`config.mk`:
```
export PLATFORM = sky130hd
export DESIGN_NAME = servo_pwm_bank
export DESIGN_NICKNAME = d
export VERILOG_FILES = /design/src/rtl/servo_pwm_bank.sv
export SDC_FILE = /design/constraint.sdc
export NUM_CORES = 1
export LEC_CHECK = 0
export BUFFER_PORTS_ARGS = -buffer_cell sky130_fd_sc_hd__buf_4
export CELL_PAD_IN_SITES_DETAIL_PLACEMENT = 1
export CELL_PAD_IN_SITES_GLOBAL_PLACEMENT = 1
export CORE_MARGIN = 2
export CORE_UTILIZATION = 30
export DETAILED_ROUTE_END_ITERATION = 8
export GPL_ROUTABILITY_DRIVEN = 0
export GPL_TIMING_DRIVEN = 0
export PLACE_DENSITY = 0.65
export SLEW_MARGIN = 5
export SYNTH_ARGS = -nofsm -noshare
export SYNTH_HDL_FRONTEND = slang
export SYNTH_SLANG_ARGS = --single-unit
```
`constraint.sdc`:
```
create_clock -name clk -period 11.2 [get_ports clk]
set_clock_uncertainty 0.05 [all_clocks]
set_input_delay 1.12 -clock clk [delete_from_list [all_inputs] [get_ports clk]]
set_output_delay 1.12 -clock clk [all_outputs]
set_load 0.05 [all_outputs]
```
`src/rtl/servo_pwm_bank.sv`:
```
// servo_pwm_bank: multi-channel phase-aligned PWM generator.
// One shared period counter drives every channel, so all rising edges line up.
// Period, duty and enable writes land in shadow registers and are applied only
// at a period boundary, which keeps the outputs glitch-free. A write arriving
// in the terminal cycle bypasses the shadow and applies to the very next period.
module servo_pwm_bank #(
  parameter int NUM_CH         = 4,
  parameter int CNT_W          = 20,
  parameter int DEFAULT_PERIOD = 1000000,
  parameter int DEFAULT_DUTY   = 75000
) (
  input  logic                    clk,
  input  logic                    reset,
  input  logic                    wr_en,
  input  logic [CNT_W-1:0]        period_in,
  input  logic [NUM_CH*CNT_W-1:0] duty_in,
  input  logic [NUM_CH-1:0]       ch_en_in,
  output logic [NUM_CH-1:0]       pwm_out,
  output logic                    period_start,
  output logic                    update_ack,
  output logic                    pending
);

  localparam logic [CNT_W-1:0] MIN_PERIOD = CNT_W'(2);
  localparam logic [CNT_W-1:0] ONE        = CNT_W'(1);

  // Shared counter and active/pending period state
  logic [CNT_W-1:0]  count_q, count_d;
  logic [CNT_W-1:0]  period_act_q, period_act_d;
  logic [CNT_W-1:0]  period_pend_q;
  logic [CNT_W-1:0]  period_req;
  logic [NUM_CH-1:0] en_act_q, en_act_d;
  logic [NUM_CH-1:0] en_pend_q;
  logic              pending_q, pending_d;

  // Registered outputs
  logic [NUM_CH-1:0] pwm_q, pwm_d;
  logic              period_start_q, period_start_d;
  logic              update_ack_q, update_ack_d;

  // Boundary control
  logic              terminal;
  logic              load_now;

  // Periods below 2 are clamped so the counter always has a real terminal cycle.
  assign period_req = (period_in < MIN_PERIOD) ? MIN_PERIOD : period_in;

  // The terminal test uses >= so that even a corrupted count still wraps
  // instead of running off to the top of the counter range.
  assign terminal = (count_q >= (period_act_q - ONE));

  // New values are loaded at the boundary either from the shadow registers or,
  // when the write coincides with the terminal cycle, straight from the inputs.
  assign load_now = terminal && (wr_en || pending_q);

  // Next-state logic for the shared counter, period, enables and status flags
  always_comb begin
    count_d        = terminal ? '0 : (count_q + ONE);
    period_act_d   = period_act_q;
    en_act_d       = en_act_q;
    pending_d      = pending_q;
    period_start_d = terminal;
    update_ack_d   = load_now;

    if (load_now) begin
      period_act_d = wr_en ? period_req : period_pend_q;
      en_act_d     = wr_en ? ch_en_in : en_pend_q;
    end

    if (terminal) begin
      pending_d = 1'b0;
    end else if (wr_en) begin
      pending_d = 1'b1;
    end
  end

  // Shared state registers with asynchronous reset to the power-on defaults
  always_ff @(posedge clk or posedge reset) begin
    if (reset) begin
      count_q        <= '0;
      period_act_q   <= CNT_W'(DEFAULT_PERIOD);
      en_act_q       <= '0;
      pending_q      <= 1'b0;
      pwm_q          <= '0;
      period_start_q <= 1'b0;
      update_ack_q   <= 1'b0;
    end else begin
      count_q        <= count_d;
      period_act_q   <= period_act_d;
      en_act_q       <= en_act_d;
      pending_q      <= pending_d;
      pwm_q          <= pwm_d;
      period_start_q <= period_start_d;
      update_ack_q   <= update_ack_d;
    end
  end

  // Shadow registers capture every write; the last write before a boundary wins
  always_ff @(posedge clk or posedge reset) begin
    if (reset) begin
      period_pend_q <= CNT_W'(DEFAULT_PERIOD);
      en_pend_q     <= '0;
    end else if (wr_en) begin
      period_pend_q <= period_req;
      en_pend_q     <= ch_en_in;
    end
  end

  // Per-channel duty storage and compare
  for (genvar gi = 0; gi < NUM_CH; gi++) begin : g_ch
    logic [CNT_W-1:0] duty_req;
    logic [CNT_W-1:0] duty_act_q, duty_act_d;
    logic [CNT_W-1:0] duty_pend_q;

    assign duty_req = duty_in[gi*CNT_W +: CNT_W];

    // Select the duty that becomes active on the next edge
    always_comb begin
      duty_act_d = duty_act_q;
      if (load_now) begin
        duty_act_d = wr_en ? duty_req : duty_pend_q;
      end
    end

    // Active and shadow duty registers for this channel
    always_ff @(posedge clk or posedge reset) begin
      if (reset) begin
        duty_act_q  <= CNT_W'(DEFAULT_DUTY);
        duty_pend_q <= CNT_W'(DEFAULT_DUTY);
      end else begin
        duty_act_q <= duty_act_d;
        if (wr_en) begin
          duty_pend_q <= duty_req;
        end
      end
    end

    // Because count never exceeds period-1, a duty >= period keeps this high
    // for the whole period and a duty of 0 keeps it low.
    assign pwm_d[gi] = en_act_q[gi] && (count_q < duty_act_q);
  end

  assign pwm_out      = pwm_q;
  assign period_start = period_start_q;
  assign update_ack   = update_ack_q;
  assign pending      = pending_q;

endmodule

```
## Word-level counts from Yosys, hierarchy flattened

Cells that the tools add are included.

- Add/subtract/negate cells: 2
- Magnitude comparators: 6
- Mux-type cells: 10
- Reduce and logical (&&, ||, !) cells: 7

Operators by type and width:

| kind | count |
|---|---|
| $mux W20 | 7 |
| $lt A20 B20 Y1 | 4 |
| $add A20 B1 Y20 const B | 1 |
| $ge A20 B20 Y1 | 1 |
| $lt A20 B2 Y1 const B | 1 |
| $sub A20 B1 Y20 const B | 1 |
| $logic_and A1 B1 Y1 | 5 |
| $mux W4 | 1 |
| $mux W1 | 2 |
| $reduce_bool A2 Y1 | 1 |
| $logic_or A1 B1 Y1 | 1 |

- Word-level logic and storage cells: 42
- Output and inout port bits: 7
- Bits in registers: 235

## Logic depth before layout (Yosys ltp)

Gate-level depths: netlist of run 1.

- Depth in word-level cells: 3
- Mapped depth: 16
- Gate-level depth less buffers: 14

## Worst setup path before layout of run 1

OpenSTA, ideal clock, no wires.

- Kind: reg2reg
- Start: register period_act_q[2]
- End: register en_act_q[0]
- Data required time: 11.023 ns
- Clock period less this slack: 3.763 ns
- Setup time: 0.127 ns
- Stages on the path, launching flop included: 16
- Arrival: 3.585 ns
- Path buffers: 2
- Slack: 7.437 ns
- Cell sequence: dfrtp_1 > nor2_1 > nand3_1 > or3_1 > or3_1 > nor3b_1 > xnor2_1 > ha_1 > nand4_1 > or2_1 > nor4_2 > a211oi_2 > nor2_4 > buf_4 > buf_6 > mux2_1

- Cells in the longest elaborated chain, start to end: 3

RTL lines:

| what | RTL line | text |
|---|---|---|
| from (decl) | 29 | `logic [CNT_W-1:0] period_act_q, period_act_d;` |
| from (signal assigned) | 81 | `period_act_q <= CNT_W'(DEFAULT_PERIOD);` |
| from (signal assigned) | 89 | `period_act_q <= period_act_d;` |
| $sub A20 B1 Y20 | 50 | `assign terminal = (count_q >= (period_act_q - ONE));` |
| $ge A20 B20 Y1 | 50 |  |
| $logic_and A1 B1 Y1 | 54 | `assign load_now = terminal && (wr_en \|\| pending_q);` |
| to (signal assigned) | 90 | `en_act_q <= en_act_d;` |
| to (decl) | 32 | `logic [NUM_CH-1:0] en_act_q, en_act_d;` |

Every way passes these cells.
A chain may end at the register's enable or synchronous reset.

## Worst setup path after layout of run 1

- Start: register period_act_q[2]
- End: register g_ch[2].duty_act_q[19]

- Cells in the longest elaborated chain, start to end: 3

RTL lines:

| what | RTL line | text |
|---|---|---|
| $sub A20 B1 Y20 | 50 |  |
| $ge A20 B20 Y1 | 50 |  |
| $logic_and A1 B1 Y1 | 54 |  |
| to (signal assigned) | 128 | `duty_act_q <= CNT_W'(DEFAULT_DUTY);` |
| to (signal assigned) | 131 | `duty_act_q <= duty_act_d;` |
| to (decl) | 112 | `logic [CNT_W-1:0] duty_act_q, duty_act_d;` |

Every way passes these cells.

==> impl_metrics.yaml, run 1 <==
global_route:
  gr-total-overflow: 0
  grt_usage_pct: 14.58
  antenna_found_initial: 1
  grt_max_degree: 99
  grt_pass1_wl_um: 46200
  grt_pass1_vias: 8139
power:
  p_sw_uw: 1037
  comb_power_share_pct: 32.9
  p_int_uw: 2109
  power_frac_clock_pct: 26.4
  ir_drop_mv: 0.1132
  power_frac_seq_pct: 40.6
  power_leakage_uw: 0.006395
  switching_share_pct: 32.96
  power.density_nw_per_um2: 225.0
finish:
  fin_nets: 1260
  post-route-util_pct: 36.42
  antenna_cells_inserted: 0
  multiInputGateArea_um2: 5157
  ff_latch_area_um2: 5978
  drive_gt1_share_pct: 37.74
  design_area_um2: 13980
  mostFrequentLayoutCells: "157 x mux2_2, 157 x dfrtp_1, 113 x buf_4, 98 x ha_1, 83 x inv_1"
  syn_to_final_growth_pct: 20.50
  n_fill_cell: 4176
  final_cells: 1591
floorplanning:
  core_area_um2: 38380
  fp.dieH_um: 200.6
  rows: 72
  ioPinCount: 114
  die_width_um: 200.6
  initial_core_util_pct: 30.23
  die_area_um2: 40250
placement:
  placed_area_um2: 13150
  hpwl_um: 20890
  dp_cells: 1546
  io_buffer_count: 112
clock_tree:
  cts_tree: "done"
  cts_buffer_depth: 3
  cts_root_buffer: "clkbuf_16"
  post_cts_buffers: 0
  clock_sinks: 235
  htreeDepth: 1
  clk_latency_ns: 0.52
  cts_buffers: 25
  path_clk_slew_ns: 0.06
  hold_buffers: 0
  cts_resized: 0
worst_setup_path:
  timing.reg2reg.setup_slack_ns: 6.78
  critPathMaxStageDelay_ns: 0.47
  r2r-end: "g_ch[2].duty_act_q[19]"
  cp_data_arrival_time_ns: 4.78
  timing.critical_path.mode_cell: "or3_1"
  worstPathCellList: "nor2_1, nand3_1, or3_1, or3_1, nor3b_1, xnor2_1, ha_1, nand4_1, or2_1, o32ai_1, a211oi_2, nor2_4, buf_4, buf_6, mux2_1"
  crit_buf_inv: 2
  critPathTopFamily: "simple AND/OR/NAND/NOR gates"
  path_class: "flip-flop to flip-flop"
  worstPathRequired_ns: 11.55
  crit_path_start_kind: "flip-flop"
  crit_slowest_cell: "or3_1"
  critPathCaptureType: "flip-flop"
  rr_worst_depth: 15
  cp_num_cells: 15
  timing.rr.start: "period_act_q[2]"
  critPathMaxFanout: 10
sta:
  fmax_mhz: 226.2
  maxSlewViolCount: 0
  period_share_pct: 39.48
  timing_hold_violations_final: 0
  finalSetupViolCount: 0
  fin_crit_ns: 4.422
  relSlewSlack_pct: 45.70
  rsz0062_at_grt: "false"
  fin_hold_ws_ns: 0.4398
  worstMarginPinSlew_ns: 0.8146
  finalSetupTns_ns: 0
drt:
  num_vias: 7405
  dr.pass1.iters: 4
  postRouteAntennaNets: 0
  routedWlPerCell_um: 18.04
  drc: 0
  viasPerCell: 4.654
  wl_um: 28710
  drt_iter0_markers: 218
worst_hold_path:
  hp-class: "flip-flop to flip-flop"
  hp-start: "g_ch[0].duty_act_q[19]"
  hold_depth: 1
  holdPathEnd: "g_ch[0].duty_act_q[19]"
job:
  cap_violations: 0
yosys:
  synthArstFlopShare_pct: 100.0
  yosys_warnings: 0
  syn_area_per_cell_um2: 12.69
  synth_ff_type: "dfrtp_1"
  synth_edf_count: 0
  syn_inst: 914
  synth_nets: 1119
  ys_seq_area_share_pct: 51.54
  synthesis.area_um2: 11600
  ys_ff_latch: 235
  synthDistinctLibCells: 46
run_status:
  status: "complete, no violations"
through the flow:
step           setup slack, ns  power [µW]
2_1_floorplan            3.713        2013
3_3_place_gp            0.9309        2287
3_5_place_dp             6.743        2344
4_1_cts                  6.719        3195
5_1_grt                  6.487        3389
6_report                 6.778        3145
power by group through the flow:
| stage | registers (µW) | clock network, µW | logic [µW] |
|---|---|---|---|
| after floorplan | 1250 | 0 | 766 |
| after global placement | 1290 | 0 | 999 |
| after detailed placement | 1300 | 0 | 1050 |
| after CTS | 1280 | 856 | 1060 |
| after global routing | 1310 | 889 | 1190 |
| final | 1280 | 832 | 1040 |
synthesized netlist by cell type (2+ instances only):
| cell | n | area [µm²] |
|---|---|---|
| dfstp_2 | 78 | 2049 |
| nand2_1 | 28 | 105.1 |
| nand2b_1 | 5 | 31.28 |
| buf_2 | 5 | 25.02 |
| and4_1 | 4 | 35.03 |
| a21oi_1 | 34 | 170.2 |
| a21o_1 | 21 | 157.7 |
| a41o_1 | 2 | 20.02 |
| and3_1 | 3 | 18.77 |
| mux2_2 | 157 | 1768 |
| dfrtp_1 | 157 | 3929 |
| nor4b_1 | 2 | 17.52 |
| ha_1 | 98 | 1226 |
| nand3_1 | 11 | 55.05 |
| o21ai_0 | 14 | 70.07 |
| clkbuf_1 | 15 | 56.30 |
| and2_1 | 3 | 18.77 |
| nand4b_1 | 2 | 17.52 |
| xor2_1 | 20 | 175.2 |
| xnor2_1 | 15 | 131.4 |
| buf_6 | 5 | 56.30 |
| nor4_1 | 12 | 75.07 |
| o21a_1 | 2 | 15.01 |
| mux2i_1 | 2 | 20.02 |
| nor3_1 | 8 | 40.04 |
| inv_1 | 84 | 315.3 |
| nor2b_1 | 4 | 25.02 |
| nand4_1 | 20 | 125.1 |
| nor2_1 | 30 | 112.6 |
| nor3b_1 | 6 | 45.04 |
| or3_1 | 4 | 25.02 |
| mux2_1 | 49 | 551.8 |
kinds of logic after synthesis:
kind of cell | share of synthesized area, %
adder cells (fa/ha/maj) | 10.57
multiplexers | 20.17
XOR/XNOR | 2.643
AO/OA/AOI/OAI | 4.250
AND/OR/NAND/NOR | 6.828
buffers and inverters | 4.002
flip-flops | 51.54
sequential cells by signal (all words and copies together), names as in the netlist:
signal / count
g_ch.duty_pend_q: 80
en_act_q: 4
period_start: 1
en_pend_q: 4
update_ack: 1
period_act_q: 20
count_q: 20
pwm_out: 4
g_ch.duty_act_q: 80
pending: 1
period_pend_q: 20
per-layer routing:
layer  up-vias  GRT usage [%]  routed length [µm]
met5         -              0                   8
met4         2          3.783                 571
met3        40          3.052                1400
met2       109          24.69               13770
met1      3762          18.99               12960
li1       3492              -                   -
how the worst max path moves through the flow:
stage / end / start / slack (ns)
after detailed placement: g_ch[2].duty_act_q[19] / period_act_q[2] / 6.74
after global placement: update_ack / reset / 0.93
after floorplan: count_q[0] / reset / 3.71
after CTS: g_ch[2].duty_act_q[19] / period_act_q[2] / 6.72
final: g_ch[2].duty_act_q[19] / period_act_q[2] / 6.78
after global routing: g_ch[1].duty_act_q[18] / period_act_q[2] / 6.49
area by class of cell:
class	instances	share of cell area (%)
Clock buffer	35	5.174
Clock inverter	10	0.7429
Timing Repair Buffer	114	6.409
Sequential cell	235	42.77
Inverter	84	2.309
Multi-Input combinational cell	568	36.90
Buffer	27	1.065
Tap cell	518	4.637
No activity file was read; power rests on OpenSTA's default activity.
==> run 2: changes to the inputs <==
- ABC_AREA: unset -> 1
- PLACE_DENSITY: 0.65 -> 0.68
- clock period: 11.2 -> 4.5 ns (I/O delays scaled with it)
==> run 2 against run 1 <==
Compared with the run above: setup slack got worse by 6.0 ns; area after synthesis up 5.2%; clock power rose to 2.6 times the previous value; combinational power shrank 72%; synthesized cell count increased by 65%; critical endpoint is now en_act_q[2].
==> impl_metrics.yaml, run 2 <==
run_status:
  status: "complete, no violations"
placement:
  preCtsSetupSlack_ns: 0.7861
  io_buffer_count: 112
  dp_cells: 2153
  hpwl_um: 26110
drt:
  dr.pass1.iters: 4
  postRouteAntennaNets: 0
  num_vias: 10090
  viasPerCell: 4.581
  wl_um: 35030
  drt_iter0_markers: 374
  drc: 0
  routedWlPerCell_um: 15.91
finish:
  post-route-util_pct: 36.89
  multiInputGateArea_um2: 5418
  antenna_cells_inserted: 0
  top_regs: "g_ch.duty_act_q x80, g_ch.duty_pend_q x80"
  mostFrequentLayoutCell: "nand2_1"
  mostFrequentLayoutCells: "631 x nand2_1, 157 x dfrtp_1, 133 x inv_1, 126 x nand3_1, 116 x buf_4"
  drive_gt1_share_pct: 16.22
  final_cells: 2202
  ff_latch_area_um2: 5978
  n_fill_cell: 4835
  syn_to_final_growth_pct: 20.63
  fin_nets: 1862
clock_tree:
  cts_buffer_depth: 3
  cts_resized: 0
  clock_sinks: 235
  cts_root_buffer: "clkbuf_16"
  clk_latency_ns: 0.54
  cts_buffers: 26
  cts_tree: "done"
  htreeDepth: 1
  path_clk_slew_ns: 0.06
job:
  cap_violations: 0
yosys:
  ys_seq_area_share_pct: 48.98
  synth_ff_type: "dfrtp_1"
  synth_area_leaders: "dfrtp_1 32%, nand2_1 19%, dfstp_2 17%"
  synth.most_common_cell: "nand2_1"
  synth_top_area_share_pct: 32.19
  syn_inst: 1510
  synth_nets: 1715
  synth_top_area_cell: "dfrtp_1"
  synth_edf_count: 0
  ys_top_cells_by_count: "631 x nand2_1, 157 x dfrtp_1, 134 x inv_1"
  synthArstFlopShare_pct: 100.0
  synthesis.area_um2: 12210
  synthDistinctLibCells: 30
  syn_area_per_cell_um2: 8.083
  yosys_warnings: 0
  ys_ff_latch: 235
worst_setup_path:
  critPathCapture: "en_act_q[2]"
  worstPathCellList: "inv_1, ha_1, nand2_1, nor2_1, nand3_1, or2_2, o21ai_0, inv_1, ha_1, nand2_1, nor2_1, nand2_1, nor2_1, nand2_1, nand4_1, buf_4, nand2_2, buf_6, buf_6, nand2_1, nand2_1"
  r2r-end: "en_act_q[2]"
  cp_num_cells: 21
  critPathCaptureType: "flip-flop"
  critPathMaxStageDelay_ns: 0.38
  rr_worst_depth: 21
  startpoint: "period_act_q[0]"
  path_class: "flip-flop to flip-flop"
  timing.critical_path.mode_cell: "nand2_1"
  crit_path_start_kind: "flip-flop"
  crit_buf_inv: 5
  timing.reg2reg.setup_slack_ns: 0.79
  critPathTopFamily: "simple AND/OR/NAND/NOR gates"
  worstPathRequired_ns: 4.87
  timing.rr.start: "period_act_q[0]"
  crit_slowest_cell: "dfrtp_1"
  critPathMaxFanout: 10
  cp_data_arrival_time_ns: 4.08
floorplanning:
  core_area_um2: 39910
  ioPinCount: 114
  rows: 73
  die_width_um: 205.7
  fp.dieH_um: 205.7
  die_area_um2: 42310
  initial_core_util_pct: 30.58
sta:
  period_share_pct: 82.40
  fin_crit_ns: 3.708
  maxSlewViolCount: 0
  fmax_mhz: 269.7
  rsz0062_at_grt: "false"
  worstMarginPinSlew_ns: 1.115
  relSlewSlack_pct: 25.66
  setup_slack_ns: 0.7922
  finalSetupViolCount: 0
  timing_hold_violations_final: 0
global_route:
  grt_max_degree: 42
  antenna_found_initial: 0
  gr-total-overflow: 0
  grt_usage_pct: 17.21
  grt_pass1_wl_um: 57390
  grt_pass1_vias: 11010
power:
  power_uw: 4729
  power.density_nw_per_um2: 321.2
  power_leakage_uw: 0.007799
  ir_drop_mv: 0.2336
worst_hold_path:
  hp-class: "input pin to flip-flop"
run 2: timing repair:
| action | CTS | global route |
|---|---|---|
| buffers inserted | 0 | 0 |
| hold buffers | 1 | 0 |
| endpoints found under the hold margin | 14 | 0 |
run 2: power by group:
group,leakage (µW),switching (µW),total (µW),internal (µW)
registers,0.00287,21.6,2240,2220
clock network,0.000441,882,2200,1320
logic,0.00449,178,291,113
run 2: worst min path at each step:
stage,from,to,depth (start not counted)
after detailed placement,g_ch[0].duty_act_q[6],g_ch[0].duty_act_q[6],2
after global placement,g_ch[0].duty_act_q[6],g_ch[0].duty_act_q[6],2
after global routing,duty_in[50],g_ch[2].duty_pend_q[10],3
after CTS,duty_in[42],g_ch[2].duty_pend_q[2],3
final,duty_in[42],g_ch[2].duty_pend_q[2],3
after floorplan,en_pend_q[0],en_pend_q[0],2
run 2: per-stage QoR:
stage	setup TNS, ns	hold slack [ns]	instance area, µm²
6_report	0	0.08418	14720
3_5_place_dp	0	0.4014	13830
5_1_grt	0	0.08664	14720
4_1_cts	0	0.06896	14720
3_3_place_gp	-86.69	0.4009	13710
2_1_floorplan	0	0.3886	12210
run 2: worst register-to-register path: cells and delay by family, from the launching register on:
family / cells / cell delay, ns
buf+inv: 5 / 0.80
simple gates: 13 / 1.70
compound gates: 1 / 0.14
flops: 1 / 0.38
fa+ha+maj: 2 / 0.54
run 2: per-layer routing:
layer / part of all wire, % / global-route usage, % / up-vias
li1: - / - / 5052
met4: 2.7 / 4.779 / 0
met5: 0 / 0 / -
met3: 3.1 / 1.980 / 51
met2: 48 / 29.57 / 122
met1: 46 / 22.84 / 4863
run 2: cell families (layout without fill, tap and decap cells):
| kind of cell | count (synthesis) | after routing | synth area share [%] |
|---|---|---|---|
| flops | 235 | 235 | 48.98 |
| xor+xnor | 26 | 26 | 1.866 |
| buf+inv | 194 | 361 | 6.632 |
| fa+ha+maj | 98 | 98 | 10.05 |
| simple gates | 892 | 892 | 29.54 |
| compound gates | 65 | 65 | 2.932 |
run 2: area by class of cell:
| class | count | area share [%] |
|---|---|---|
| sequential | 235 | 40.60 |
| multi-input combinational | 1081 | 36.80 |
| inverter | 135 | 3.467 |
| buffer | 59 | 2.057 |
| clock inverter | 5 | 0.3399 |
| clock buffer | 43 | 5.677 |
| timing repair buffer | 119 | 6.595 |
| tap | 525 | 4.462 |
==> run 3: changes to the inputs <==
- clock period: 4.5 -> 3.55 ns (I/O delays scaled with it)
==> run 3 against run 2 <==
Compared with the run above: clock-buffer cell count is the same; setup slack got worse by 0.54 ns; worst hold slack worse by 0.072 ns; first-iteration DRC count up 5.6%; sequential share of layout area is 1.5 points lower; sequential power grew 27%; via count increased by 2.1%; utilization is 1.5 points higher; critical path depth is 1 lower; register-to-register slack worse by 0.54 ns; critical path type unchanged; highest routed layer unchanged.
==> impl_metrics.yaml, run 3 (synthesis gave the netlist of run 2 again) <==
run_status:
  status: "complete, no violations"
job:
  cap_violations: 0
worst_setup_path:
  cp_data_arrival_time_ns: 3.68
  critPathMaxFanout: 10
  worstPathRequired_ns: 3.93
  crit_path_start_kind: "flip-flop"
  critPathCaptureType: "flip-flop"
  rr_worst_depth: 20
  path_class: "flip-flop to flip-flop"
  timing.reg2reg.setup_slack_ns: 0.25
  timing.rr.start: "period_act_q[2]"
  r2r-end: "g_ch[1].duty_act_q[18]"
clock_tree:
  cts_buffer_depth: 3
  clk_latency_ns: 0.54
  cts_root_buffer: "clkbuf_16"
  cts_tree: "done"
  cts_buffers: 26
  path_clk_slew_ns: 0.06
  clock_sinks: 235
  htreeDepth: 1
floorplanning:
  core_area_um2: 39910
  rows: 73
  ioPinCount: 114
  die_width_um: 205.7
  die_area_um2: 42310
  initial_core_util_pct: 30.58
  fp.dieH_um: 205.7
worst_hold_path:
  hp-start: "duty_in[47]"
  holdPathEnd: "g_ch[2].duty_pend_q[7]"
  hp-class: "input pin to flip-flop"
  hold_depth: 3
global_route:
  grt_usage_pct: 17.36
  grt_pass1_wl_um: 57990
  antenna_found_initial: 0
  gr-total-overflow: 0
  grt_pass1_vias: 11200
  grt_max_degree: 42
placement:
  hpwl_um: 26110
  io_buffer_count: 112
  preCtsSetupSlack_ns: -0.1639
finish:
  post-route-util_pct: 38.34
  fin_nets: 1917
  drive_gt1_share_pct: 16.45
  antenna_cells_inserted: 0
  syn_to_final_growth_pct: 25.39
  mostFrequentLayoutCell: "nand2_1"
  n_fill_cell: 4808
  top_regs: "g_ch.duty_act_q x80, g_ch.duty_pend_q x80"
  mostFrequentLayoutCells: "631 x nand2_1, 157 x dfrtp_1, 132 x inv_1, 126 x nand3_1, 118 x buf_4"
sta:
  worstMarginPinSlew_ns: 1.120
  maxSlewViolCount: 0
  relSlewSlack_pct: 25.32
  period_share_pct: 93.03
  fin_crit_ns: 3.303
  timing_hold_violations_final: 0
  fmax_mhz: 302.8
  setup_slack_ns: 0.2473
  fin_hold_ws_ns: 0.01256
  finalSetupViolCount: 0
power:
  power_leakage_uw: 0.008047
  power_frac_seq_pct: 47.1
  power_frac_clock_pct: 46.1
  switching_share_pct: 22.82
  power.density_nw_per_um2: 394.5
  ir_drop_mv: 0.2955
  power_uw: 6037
  p_sw_uw: 1378
  p_int_uw: 4660
  comb_power_share_pct: 6.9
drt:
  wl_um: 35520
  dr.pass1.iters: 4
  drt_iter0_markers: 395
  routedWlPerCell_um: 15.74
  viasPerCell: 4.562
  postRouteAntennaNets: 0
  drc: 0
  num_vias: 10300
-- run 3: cell types whose count changed in the layout (fill, tap and decap cells not counted), moves of 3 or more --
cell	previous run	this run
clkbuf_2	0	3
dlygate4sd3_1	1	52
nor2_1	88	84
clkbuf_1	36	33
nor2_2	1	5
-- run 3: timing repair --
item / 4_1_cts / 5_1_grt
gates cloned: 0 / 0
gates resized for setup: 5 / 12
endpoints found under the setup margin: 124 / 124
hold buffers: 52 / 0
setup buffers: 0 / 4
hold endpoints to repair: 76 / 0
pin swaps: 0 / 1
-- run 3: routing by layer --
| metal | vias up | global-route usage, % | share of wire (%) |
|---|---|---|---|
| li1 | 5160 | - | - |
| met1 | 4955 | 22.91 | 46 |
| met2 | 127 | 30.04 | 48 |
| met3 | 54 | 1.932 | 2.9 |
| met4 | 0 | 4.805 | 2.9 |
| met5 | - | 0 | 0 |
-- run 3: power by group through the flow --
stage          clock, µW  sequential, µW  combinational (µW)
3_5_place_dp           0            2890                 380
4_1_cts             2860            2840                 429
6_report            2780            2840                 415
3_3_place_gp           0            2880                 355
2_1_floorplan          0            2880                 185
5_1_grt             2960            2850                 476
-- run 3: per-stage QoR --
step	cells	cell area (µm²)	TNS (ns)
global placement	2147	13710	-240.91
floorplan	1510	12210	0
finish	2257	15300	0
detailed placement	2153	13830	-12.20
CTS	2253	15250	0
global route	2257	15300	-0.4725
-- run 3: area by class of cell --
type,count,area [µm²],area share (%)
buffer,59,316.6,2.068
tap,525,656.9,4.292
multi-input combinational,1081,5445,35.58
sequential,235,5978,39.06
clock inverter,5,50.05,0.3270
clock buffer,43,835.8,5.461
inverter,135,510.5,3.336
timing repair buffer,174,1511,9.876
-- run 3: worst max-delay path by stage --
stage,from,endpoint,slack [ns],cells past startpoint
floorplan,reset,count_q[0],0.13,1
global placement,reset,g_ch[1].duty_act_q[11],-1.44,2
detailed placement,period_act_q[0],g_ch[0].duty_act_q[2],-0.16,21
CTS,period_act_q[0],count_q[17],0.002,19
global route,period_act_q[2],g_ch[0].duty_act_q[2],-0.03,20
finish,period_act_q[2],g_ch[1].duty_act_q[18],0.25,20
-- run 3: critical path, stage by stage, from the launching register on --
cell and delay, ns:
dfrtp_1 0.42, nor2_1 0.11, nand2_1 0.10, nor2_2 0.19
nand3_1 0.16, nor2_2 0.20, nand4_1 0.13, xor2_1 0.17
ha_1 0.30, nand2_1 0.09, nor2_2 0.16, nand2_1 0.10
nor2_1 0.11, nand2_1 0.06, nand4_1 0.10, buf_6 0.16
nand2_4 0.10, buf_6 0.20, buf_6 0.15, nand2_1 0.06
nand2_1 0.05
